==> src/rtl/runctl_pkg.sv <==
// Shared types and widths for the run-control sequencer of the 16-bit stack CPU.
package runctl_pkg;

  typedef enum logic [1:0] {
    ST_HOLD = 2'd0,
    ST_HALT = 2'd1,
    ST_RUN  = 2'd2,
    ST_STEP = 2'd3
  } run_state_t;

  localparam int ADDR_W  = 16;
  localparam int STEPN_W = 16;
  localparam int HOLD_W  = 4;

  // A step request of zero still executes one instruction.
  function automatic logic [STEPN_W-1:0] step_load_value(input logic [STEPN_W-1:0] n);
    if (n == {STEPN_W{1'b0}}) begin
      step_load_value = {{(STEPN_W-1){1'b0}}, 1'b1};
    end else begin
      step_load_value = n;
    end
  endfunction

endpackage

==> src/rtl/runctl_stepcounter.sv <==
// Loadable down-counter holding the number of instructions still to execute in STEP.
module stepcounter
  import runctl_pkg::*;
(
  input  logic               clock,
  input  logic               reset,
  input  logic               load,
  input  logic [STEPN_W-1:0] load_value,
  input  logic               dec,
  output logic               is_one
);

  logic [STEPN_W-1:0] value_r;

  // Load has priority; decrement only while the core is actually stepping.
  always_ff @(posedge clock) begin
    if (reset) begin
      value_r <= {STEPN_W{1'b0}};
    end else if (load) begin
      value_r <= load_value;
    end else if (dec) begin
      value_r <= value_r - {{(STEPN_W-1){1'b0}}, 1'b1};
    end else begin
      value_r <= value_r;
    end
  end

  assign is_one = (value_r == {{(STEPN_W-1){1'b0}}, 1'b1});

endmodule

==> src/rtl/runctl.sv <==
// Run-control sequencer: reset hold, run/halt/step commands and an instruction-address
// breakpoint, driving the CPU global write enable.
module runctl
  import runctl_pkg::*;
#(
  parameter int RESET_HOLD = 4,
  parameter int START_RUN  = 0,
  parameter int COUNT_W    = 32
) (
  input  logic               i_clock,
  input  logic               i_reset,
  input  logic               i_run,
  input  logic               i_halt,
  input  logic               i_step,
  input  logic [0:STEPN_W-1] i_stepN,
  input  logic [0:ADDR_W-1]  i_instrAddr,
  input  logic               i_bpWrite,
  input  logic [0:ADDR_W-1]  i_bpAddr,
  input  logic               i_bpEnable,
  output logic               o_cpuRst,
  output logic               o_cpuEn,
  output logic               o_halted,
  output logic               o_bpHit,
  output logic [0:COUNT_W-1] o_instrCount
);

  localparam logic [HOLD_W-1:0] HOLD_LAST = HOLD_W'(RESET_HOLD - 1);
  localparam run_state_t        HOLD_EXIT = (START_RUN != 0) ? ST_RUN : ST_HALT;

  run_state_t         state_r;
  logic [HOLD_W-1:0]  hold_cnt_r;
  logic [ADDR_W-1:0]  bp_addr_r;
  logic               bp_en_r;
  logic               skip_r;
  logic               cpu_rst_r;
  logic               halted_r;
  logic               bp_hit_r;
  logic [COUNT_W-1:0] instr_count_r;

  logic               active_s;
  logic               bp_match_s;
  logic               cpu_en_s;
  logic               step_load_s;
  logic               step_dec_s;
  logic               last_step_s;
  logic [STEPN_W-1:0] step_value_s;

  // skip masks the breakpoint for the first executed instruction after a resume.
  assign active_s    = (state_r == ST_RUN) || (state_r == ST_STEP);
  assign bp_match_s  = active_s & bp_en_r & (i_instrAddr == bp_addr_r) & ~skip_r;
  assign cpu_en_s    = active_s & ~bp_match_s;
  assign step_load_s = (state_r == ST_HALT) & ~i_halt & ~i_run & i_step;
  assign step_dec_s  = (state_r == ST_STEP) & cpu_en_s;
  assign step_value_s = step_load_value(i_stepN);

  stepcounter u_remaining (
    .clock      (i_clock),
    .reset      (i_reset),
    .load       (step_load_s),
    .load_value (step_value_s),
    .dec        (step_dec_s),
    .is_one     (last_step_s)
  );

  // Sequencer state and its registered status outputs.
  always_ff @(posedge i_clock) begin
    if (i_reset) begin
      state_r    <= ST_HOLD;
      hold_cnt_r <= {HOLD_W{1'b0}};
      cpu_rst_r  <= 1'b1;
      halted_r   <= 1'b0;
      bp_hit_r   <= 1'b0;
      skip_r     <= 1'b0;
    end else begin
      case (state_r)
        ST_HOLD: begin
          if (hold_cnt_r == HOLD_LAST) begin
            state_r   <= HOLD_EXIT;
            cpu_rst_r <= 1'b0;
            halted_r  <= (HOLD_EXIT == ST_HALT);
          end else begin
            hold_cnt_r <= hold_cnt_r + {{(HOLD_W-1){1'b0}}, 1'b1};
          end
        end
        ST_HALT: begin
          if (i_halt) begin
            state_r <= ST_HALT;
          end else if (i_run || i_step) begin
            state_r  <= i_run ? ST_RUN : ST_STEP;
            skip_r   <= 1'b1;
            bp_hit_r <= 1'b0;
            halted_r <= 1'b0;
          end
        end
        ST_RUN, ST_STEP: begin
          if (cpu_en_s) begin
            skip_r <= 1'b0;
          end
          // A breakpoint beats both a halt request and the final step.
          if (bp_match_s) begin
            state_r  <= ST_HALT;
            halted_r <= 1'b1;
            bp_hit_r <= 1'b1;
          end else if (i_halt || ((state_r == ST_STEP) && last_step_s)) begin
            state_r  <= ST_HALT;
            halted_r <= 1'b1;
          end
        end
        default: begin
          state_r    <= ST_HOLD;
          hold_cnt_r <= {HOLD_W{1'b0}};
          cpu_rst_r  <= 1'b1;
          halted_r   <= 1'b0;
        end
      endcase
    end
  end

  // Breakpoint registers and the executed-instruction counter.
  always_ff @(posedge i_clock) begin
    if (i_reset) begin
      bp_addr_r     <= {ADDR_W{1'b0}};
      bp_en_r       <= 1'b0;
      instr_count_r <= {COUNT_W{1'b0}};
    end else begin
      if (i_bpWrite) begin
        bp_addr_r <= i_bpAddr;
        bp_en_r   <= i_bpEnable;
      end
      instr_count_r <= instr_count_r + {{(COUNT_W-1){1'b0}}, cpu_en_s};
    end
  end

  assign o_cpuRst     = cpu_rst_r;
  assign o_cpuEn      = cpu_en_s;
  assign o_halted     = halted_r;
  assign o_bpHit      = bp_hit_r;
  assign o_instrCount = instr_count_r;

endmodule

==> config.mk <==
export PLATFORM = sky130hd
export DESIGN_NAME = runctl
export DESIGN_NICKNAME = d
export VERILOG_FILES = /design/src/rtl/runctl_pkg.sv /design/src/rtl/runctl_stepcounter.sv /design/src/rtl/runctl.sv
export SDC_FILE = /design/constraint.sdc
export NUM_CORES = 1
export LEC_CHECK = 0
export ABC_AREA = 1
export CORE_ASPECT_RATIO = 2
export CORE_UTILIZATION = 51
export CTS_CLUSTER_DIAMETER = 50
export DETAILED_ROUTE_END_ITERATION = 8
export PLACE_DENSITY = 0.8
export RECOVER_POWER = 25
export SYNTH_ARGS = -nofsm -noshare
export SYNTH_HDL_FRONTEND = slang
export SYNTH_SLANG_ARGS = --single-unit
==> constraint.sdc <==
create_clock -name i_clock -period 3.4 [get_ports i_clock]
set_input_delay 1.02 -clock i_clock [delete_from_list [all_inputs] [get_ports i_clock]]
set_output_delay 1.02 -clock i_clock [all_outputs]
set_load 0.005 [all_outputs]
==> results.py <==
metrics = {
    "logic_synthesis": {
        "ys_ff_latch": 75,
        "syn_area_per_cell_um2": 6.73,
        "ys_seq_area_share_pct": 36.3,
        "ys_types": 43,
        "synth_area_mm2": 0.00413,
        "synthCells": 614,
        "syn-num-nets": 674,
        "yosys_warnings": 0,
    },
    "global_routing": {
        "grt_pass1_vias": 4356,
        "grt_first_pass_wirelength_mm": 18.6,
        "grt_overflow_total": 0,
        "grt_max_degree": 35,
        "antenna_found_initial": 0,
        "grt.total_usage_pct": 28.3,
    },
    "critical_path": {
        "crit_family": "buffers and inverters",
        "cp.depth": 7,
        "startpoint": "i_instrAddr[7]",
        "reg2reg_to": "o_instrCount[5]",
        "ff2ff_path_depth": 19,
        "ff2ff_setup_slack_ns": 0.85,
        "endpoint": "o_cpuEn",
        "cp_slowest_cell": "clkdlybuf4s50_1",
        "crit_path_end_kind": "output port",
        "critPathMaxFanout": 3,
        "path_class": "in2out",
        "timing.rr.start": "state_r[1]",
        "required_ns": 2.38,
        "start_kind": "primary input",
        "cp_cell_sequence": "clkdlybuf4s50_1, xnor2_1, nand2_1, nor2_2, nand3_2, and2_4, clkdlybuf4s15_2",
        "cpPeakStageDelay_ns": 0.47,
        "path_buf_inv": 2,
        "cp_data_arrival_time_ns": 2.34,
    },
    "cells_and_area": {
        "drive_gt1_share_pct": 14.9,
        "antenna_cells": 0,
        "finish.utilization_pct": 73.5,
        "stdcell_count": 842,
        "layout.nets": 801,
        "synthToLayoutAreaGrowth_pct": 40.2,
    },
    "floorplan": {
        "die_w_um": 65.6,
        "die_height_um": 129,
        "ioPinCount": 91,
        "core_mm2": 0.00789,
        "start_util_pct": 52.4,
        "dieArea_mm2": 0.00849,
        "fp-row-count": 46,
    },
    "cts": {
        "cts_root_buf": "clkbuf_16",
        "clk-insertion-delay-late_ns": 0.34,
        "cts.htree.levels": 3,
        "cts_tree": "built",
        "clock-sinks": 75,
        "cts.clk_slew.worst_paths_ns": 0.06,
        "clock_path_buffers": 2,
        "numCtsBuffers": 9,
        "ctsHoldBuffers": 0,
    },
    "sta": {
        "slew_headroom_pct": 65.7,
        "tightest_slew_ns": 0.510,
        "layout_worst_path_cycle_share_pct": 98.8,
        "finalClockSkew_ns": 0.00607,
        "fmax_mhz": 298,
        "finalSetupViolations": 0,
        "fin_crit_ns": 3.36,
        "hold_viol": 0,
        "slew_violations": 0,
    },
    "placement": {
        "dpl.cell_count": 815,
        "gp_congestion": 0.937,
        "dp_hpwl_mm": 8.00,
        "portBuffers": 90,
    },
    "power": {
        "pwr_density_cell_mw_per_mm2": 467,
        "fin_total_pwr_mw": 2.70,
        "leakage_nw": 2.44,
        "irDropWorstVdd_v": 0.000389,
    },
    "routing": {
        "via_per_inst": 5.33,
        "num_vias": 4486,
        "drtPass1Iterations": 5,
        "avgRoutedWirePerCell_um": 13.7,
        "drc": 0,
        "drt-initial-drc-count": 248,
        "ant_nets": 0,
        "wl_mm": 11.5,
    },
    "status": {
        "status": "finished clean",
    },
    "flow_run": {
        "max_cap_viol_count": 0,
    },
    "hold_path": {
        "hp-start": "o_cpuRst",
        "hp-class": "reg2reg",
    },
}
[power by group]
part / internal [mW] / switching [mW] / leakage (nW)
logic: 0.311 / 0.398 / 1.68
registers: 0.945 / 0.0588 / 0.610
clock network: 0.609 / 0.381 / 0.144
[worst register-to-register path, stage by stage, from the launching register on]
cell	delay [ns]
dfxtp_1	0.51
nand2_1	0.12
nor2_2	0.14
nand3_1	0.12
nor2_2	0.13
nand3_2	0.08
and2_4	0.18
ha_4	0.17
ha_4	0.16
nand2_2	0.09
nor2_4	0.05
nand2_1	0.09
nor2_2	0.06
nand2_2	0.08
inv_2	0.05
nand2_4	0.10
inv_4	0.05
nand3_2	0.07
nand2_1	0.05
nor3b_2	0.14
[timing repair]
action	in CTS	in global routing
setup buffers	10	1
pin swaps	6	3
cloned	0	0
endpoints found under the setup margin	14	16
resized for setup	18	15
[final cells by class]
class                           count  area (µm²)
Tap cell                           96         120
Timing Repair Buffer              131        1220
Multi-Input combinational cell    442        2330
Sequential cell                    75        1500
Clock inverter                      5        61.3
Clock buffer                       11         253
Fill cell                         613        2090
Inverter                           82         310
[synth_stat cells, drive strengths merged]
cell type  instances  share of area [%]
xnor2              7                1.5
nor2             100                 10
inv               80                7.3
clkbuf             8               0.73
o22ai              1               0.15
nor3b              4               0.97
o21bai             1               0.18
mux2i              2               0.48
or2                4               0.61
o31ai              1               0.18
o21ai             45                5.9
o21a               6                1.1
nor3              22                3.0
and3               2               0.30
clkinv             2               0.18
dfxtp             75                 36
a31oi              1               0.15
nand3b             3               0.55
xor2               9                1.9
nand3             33                4.4
ha                 5                1.5
a211oi             1               0.18
o211ai             1               0.18
nor4               2               0.30
a21oi             45                5.5
and2               2               0.30
nand2            128                 12
buf                7                1.1
nand4             17                2.6
[worst min-delay path by stage]
stage | to | cells past startpoint
2_1_floorplan | hold_cnt_r[3] | 2
3_3_place_gp | o_cpuRst | 2
3_5_place_dp | o_cpuRst | 2
4_1_cts | o_cpuRst | 2
5_1_grt | o_cpuRst | 2
6_report | o_cpuRst | 2
[cell usage in the layout (no fill, tap or decap), drive strengths merged, types with 2 or more instances in the layout]
cell type	netlist	layout
a21oi	45	45
and2	2	2
and3	2	2
buf	7	41
clkbuf	8	11
clkdlybuf4s50	0	77
clkinv	2	3
clkinvlp	0	3
dfxtp	75	75
dlygate4sd2	0	8
dlymetal6s2s	0	3
ha	5	5
inv	80	80
mux2i	2	2
nand2	128	128
nand3	33	33
nand3b	3	3
nand4	17	17
nor2	100	100
nor3	22	22
nor3b	4	4
nor4	2	2
o21a	6	6
o21ai	45	45
or2	4	4
xnor2	7	7
xor2	9	9
[per-layer routing]
layer	vias up	GRT usage, %	routed length, µm
met4	0	14.3	379
li1	2239	-	-
met3	37	6.43	518
met2	132	54.3	6460
met5	-	0	0
met1	2078	26.6	4180
[flip-flops by register name (all words and copies together), names as in the netlist]
signal	cells
skip_r	1
o_instrCount	32
u_remaining.value_r	16
bp_addr_r	16
o_bpHit	1
hold_cnt_r	4
o_cpuRst	1
o_halted	1
state_r	2
bp_en_r	1
[stage by stage]
step | setup slack, ns | TNS (ns) | instance area (µm²) | hold WS, ns
floorplan | 0.407 | 0 | 4130 | 0.445
global placement | -0.391 | -4.70 | 5320 | 0.439
detailed placement | -0.406 | -5.60 | 5320 | 0.450
CTS | 0.0188 | 0 | 5710 | 0.458
global route | -0.0192 | -0.0192 | 5790 | 0.492
finish | 0.0421 | 0 | 5790 | 0.460
[logic make-up (layout without fill, tap and decap cells)]
kind of cell	count (synthesis)	in the layout	synth area share (%)
xor+xnor	16	16	3.39
compound gates	102	102	13.5
buf+inv	97	229	9.27
mux	2	2	0.485
simple gates	317	317	35.5
flops	75	75	36.3
fa+ha+maj	5	5	1.51
Note: power is estimated with default switching activity, not from simulation.
